$ cat config.mk
export PLATFORM = sky130hd
export DESIGN_NAME = parking_lot_ctrl
export DESIGN_NICKNAME = d
export VERILOG_FILES = /design/src/rtl/parking_lot_ctrl.sv
export SDC_FILE = /design/constraint.sdc
export NUM_CORES = 1
export LEC_CHECK = 0
export BUFFER_PORTS_ARGS = -buffer_cell sky130_fd_sc_hd__buf_2
export CAP_MARGIN = 10
export CORE_MARGIN = 2
export CORE_UTILIZATION = 35
export CTS_CLUSTER_SIZE = 16
export DETAILED_ROUTE_END_ITERATION = 6
export GPL_ROUTABILITY_DRIVEN = 1
export PLACE_DENSITY = 0.64
export SLEW_MARGIN = 10
export SYNTH_ARGS = -nofsm -noshare
export SYNTH_HDL_FRONTEND = slang
export SYNTH_SLANG_ARGS = --single-unit
$ cat constraint.sdc
create_clock -name clk -period 3.6 [get_ports clk]
set_clock_uncertainty 0.15 [all_clocks]
set_input_delay 0.36 -clock clk [delete_from_list [all_inputs] [get_ports clk]]
set_output_delay 0.36 -clock clk [all_outputs]
set_load 0.03 [all_outputs]
$ cat src/rtl/parking_lot_ctrl.sv
// Entry-gate controller and occupancy manager for the parking lot.
// Opens the gate on request when a space is free and tracks occupancy.
module parking_lot_ctrl #(
    parameter int CAPACITY    = 8,
    parameter int CNT_W       = 4,
    parameter int OPEN_CYCLES = 32,
    parameter int COOL_CYCLES = 4
) (
    input  logic             clk,
    input  logic             reset,
    input  logic             entry_req,
    input  logic             car_enter,
    input  logic             car_exit,
    output logic             gate_open,
    output logic [CNT_W-1:0] occupancy,
    output logic             full,
    output logic             empty,
    output logic             entry_timeout,
    output logic             error
);

    localparam int MAXC = (OPEN_CYCLES > COOL_CYCLES) ? OPEN_CYCLES : COOL_CYCLES;
    localparam int TW   = $clog2(MAXC + 1);

    typedef enum logic [1:0] {
        S_IDLE     = 2'd0,
        S_OPEN     = 2'd1,
        S_COOLDOWN = 2'd2
    } state_t;

    state_t           r_state;
    state_t           w_state_n;
    logic [TW-1:0]    r_timer;
    logic [TW-1:0]    w_timer_n;
    logic [CNT_W-1:0] r_occ;
    logic [CNT_W-1:0] w_occ_n;
    logic             r_timeout;
    logic             w_timeout_n;
    logic             r_error;
    logic             w_error_n;
    logic             w_full;
    logic             w_empty;

    assign w_full  = (r_occ == CNT_W'(CAPACITY));
    assign w_empty = (r_occ == '0);

    // State, timer, count and pulse registers; reset clears everything.
    always_ff @(posedge clk or posedge reset) begin
        if (reset) begin
            r_state   <= S_IDLE;
            r_timer   <= '0;
            r_occ     <= '0;
            r_timeout <= 1'b0;
            r_error   <= 1'b0;
        end else begin
            r_state   <= w_state_n;
            r_timer   <= w_timer_n;
            r_occ     <= w_occ_n;
            r_timeout <= w_timeout_n;
            r_error   <= w_error_n;
        end
    end

    // Gate FSM: open on request, close on entry or timeout, then hold off.
    always_comb begin
        w_state_n   = r_state;
        w_timer_n   = r_timer;
        w_timeout_n = 1'b0;
        unique case (r_state)
            S_IDLE: begin
                if (entry_req && !w_full) begin
                    w_state_n = S_OPEN;
                    w_timer_n = '0;
                end
            end
            S_OPEN: begin
                if (car_enter) begin
                    w_state_n = S_COOLDOWN;
                    w_timer_n = '0;
                end else if (r_timer == TW'(OPEN_CYCLES - 1)) begin
                    w_state_n   = S_COOLDOWN;
                    w_timer_n   = '0;
                    w_timeout_n = 1'b1;
                end else begin
                    w_timer_n = r_timer + TW'(1);
                end
            end
            S_COOLDOWN: begin
                if (r_timer == TW'(COOL_CYCLES - 1)) begin
                    w_state_n = S_IDLE;
                    w_timer_n = '0;
                end else begin
                    w_timer_n = r_timer + TW'(1);
                end
            end
            default: begin
                w_state_n = S_IDLE;
                w_timer_n = '0;
            end
        endcase
    end

    // Saturating occupancy update and irregular-event detection.
    always_comb begin
        w_occ_n   = r_occ;
        w_error_n = 1'b0;
        if (car_enter && !car_exit) begin
            if (!w_full) begin
                w_occ_n = r_occ + CNT_W'(1);
            end
            if (w_full || (r_state != S_OPEN)) begin
                w_error_n = 1'b1;
            end
        end else if (car_exit && !car_enter) begin
            if (w_empty) begin
                w_error_n = 1'b1;
            end else begin
                w_occ_n = r_occ - CNT_W'(1);
            end
        end
    end

    assign gate_open     = (r_state == S_OPEN);
    assign occupancy     = r_occ;
    assign full          = w_full;
    assign empty         = w_empty;
    assign entry_timeout = r_timeout;
    assign error         = r_error;

endmodule
==> results.yml <==
critical_path:
  cp-end-kind: "primary output"
  r2r_start: "r_timer[0]"
  r2r_cells: 5
  r2r_setup_slack_ps: 1460
  start_kind: "flop"
  critPathRequiredTime_ps: 3090
  crit_arrival_ps: 1690
  r2r_end: "r_timer[1]"
  path_class: "flop to primary output"
  cp_max_fo: 6
finish:
  drive_above_1_share_pct: 24.32
  num-fill-cells: 249
  num_antenna_cells: 0
  final_core_util_pct: 42.89
  areaGrowthSynthToFinish_pct: 15.65
  fin_nets: 127
  fin_area_sq_um: 1072
  final_cells: 141
die:
  rows: 18
  die_y_um: 55.47
  die-area_sq_um: 3077
  start_util_pct: 37.09
  ioPinCount: 14
  dieWidth_um: 55.47
  coreArea_sq_um: 2500
placement:
  placed_area_sq_um: 1026
  portBuffers: 13
  dp.cells: 136
  hpwl_um: 1402
  finalWeightedCongestion: 0.7310
  post-place-ws_ps: 1420
hold_path:
  worstHoldStart: "entry_req"
  worst_hold_path_type: "input port to flop"
  min_to: "r_timer[4]"
  whs_path_depth: 4
cts:
  cts_buffers: 3
  clock-root-buffer: "clkbuf_4"
  htreeDepth: 1
  clkLatencyLatePin_ps: 290
  clock_sinks: 14
  cts.clk_slew.worst_paths_ps: 100
  cts_tree: "yes"
  cts_buffer_depth: 2
sta:
  hold_violations: 0
  fin_crit_ps: 2197
  slew_violations: 0
  rsz0062_at_grt: "false"
  max_freq_mhz: 455.2
  worst_pin_slew_ps: 633.8
  setup_violations: 0
  fin_ws_ps: 1403
  relSlewSlack_pct: 57.75
  fin_crit_sh_pct: 61.02
  setup_tns_ps: 0
  whs_ps: 283.4
yosys:
  synth_top_area_cell: "dfrtp_1"
  synth_edf_count: 0
  avgSynthCellArea_sq_um: 9.863
  yosys_warnings: 0
  synth_cell_type_count: 36
  ys_ff_latch: 14
  syn_area_sq_um: 927.1
  yosysSeqAreaShare_pct: 37.79
  synth_ff_type: "dfrtp_1"
  synth_top_area_share_pct: 37.79
  synth.area.top_cells: "dfrtp_1 (38%), ha_1 (12%), inv_1 (4.0%), nand2_1 (4.0%), a21oi_1 (3.8%)"
  synthCells: 94
  ys_top_cells_by_count: "dfrtp_1 (14), inv_1 (10), nand2_1 (10)"
  synth_nets: 109
  synth_most_common_cell: "dfrtp_1"
  ys_async_sr_fraction_pct: 100.0
run_status:
  status: "complete, no violations"
route:
  routedWlPerCell_um: 13.43
  vias: 747
  ant_nets: 0
  drt_iter0_drc: 23
  viasPerCell: 5.298
  drc: 0
  first_pass_iters: 4
  wl_um: 1893
global_route:
  overflow: 0
  grt_pass1_wl_um: 3291
  grt_pass1_vias: 754
  grt.total_usage_pct: 13.13
  grt_max_degree: 15
  antenna_found_initial: 0
pwr:
  p_leak_nw: 0.5173
  power_mw: 0.8308
  peakVddDrop_mv: 0.4465
  power_density_nw_per_um2: 774.8
job:
  max_cap_violations: 0
cells by family after synthesis:
group                      share of synthesized area [%]
muxes                                              4.319
DFF                                                37.79
xor gates and xnor gates                           3.779
buffers and inverters                              4.453
adders and majority gates                          14.31
and+or+nand+nor                                    15.79
AOI/OAI and AO/OA                                  19.57
power breakdown:
part | switching [mW] | total [mW] | internal (mW)
clock | 0.0558 | 0.117 | 0.0616
sequential | 0.0645 | 0.267 | 0.202
combinational | 0.262 | 0.446 | 0.185
critical path, cell delays in order, from the launching register on:
cell and delay (ps):
dfrtp_1 470, or4b_4 610, inv_1 120, buf_2 210
per-layer routing:
| layer | global-route usage (%) | wire, um | vias up | share of wire [%] |
|---|---|---|---|---|
| li1 | - | - | 368 | - |
| met1 | 15.36 | 855 | 357 | 45 |
| met2 | 23.13 | 937 | 20 | 49 |
| met3 | 4.215 | 87 | 2 | 4.6 |
| met4 | 3.136 | 13 | 0 | 0.69 |
| met5 | 0 | 0 | - | 0 |
how the worst max path moves through the flow:
stage                             from           end  slack, ps  depth (start not counted)
after global placement        car_exit  occupancy[3]       1490                          9
after detailed placement      car_exit  occupancy[3]       1420                          9
final                     occupancy[0]          full       1400                          3
after global routing      occupancy[0]          full       1310                          3
after CTS                 occupancy[0]          full       1380                          3
after floorplan           occupancy[0]    r_state[0]       1530                          4
cell type report:
cell class	count	area, sq um	share of cell area [%]
Clock buffer	4	36.28	3.384
Inverter	10	37.54	3.501
Multi-Input combinational cell	69	535.5	49.94
Sequential cell	14	350.3	32.67
Tap cell	30	37.54	3.501
Timing Repair Buffer	14	75.07	7.001
flip-flops by register name (all words and copies together), names as in the netlist:
name,count
occupancy,4
r_timer,6
entry_timeout,1
error,1
r_state,2
cells in the final DEF (no fill, tap or decap), types with 3 or more instances in the layout:
cell	netlist	layout
ha_1	9	9
a21oi_1	7	7
clkbuf_4	0	3
buf_2	0	13
dfrtp_1	14	14
inv_1	10	10
nand2_1	10	10
a31oi_1	3	3
nor2_1	4	4
nand3_1	5	5
what timing repair did:
action | CTS | global route
endpoints found under the hold margin | 14 | 0
hold buffers | 1 | 0
resized for setup | 0 | 0
setup buffers | 0 | 0
(Power assumes the default switching activity.)
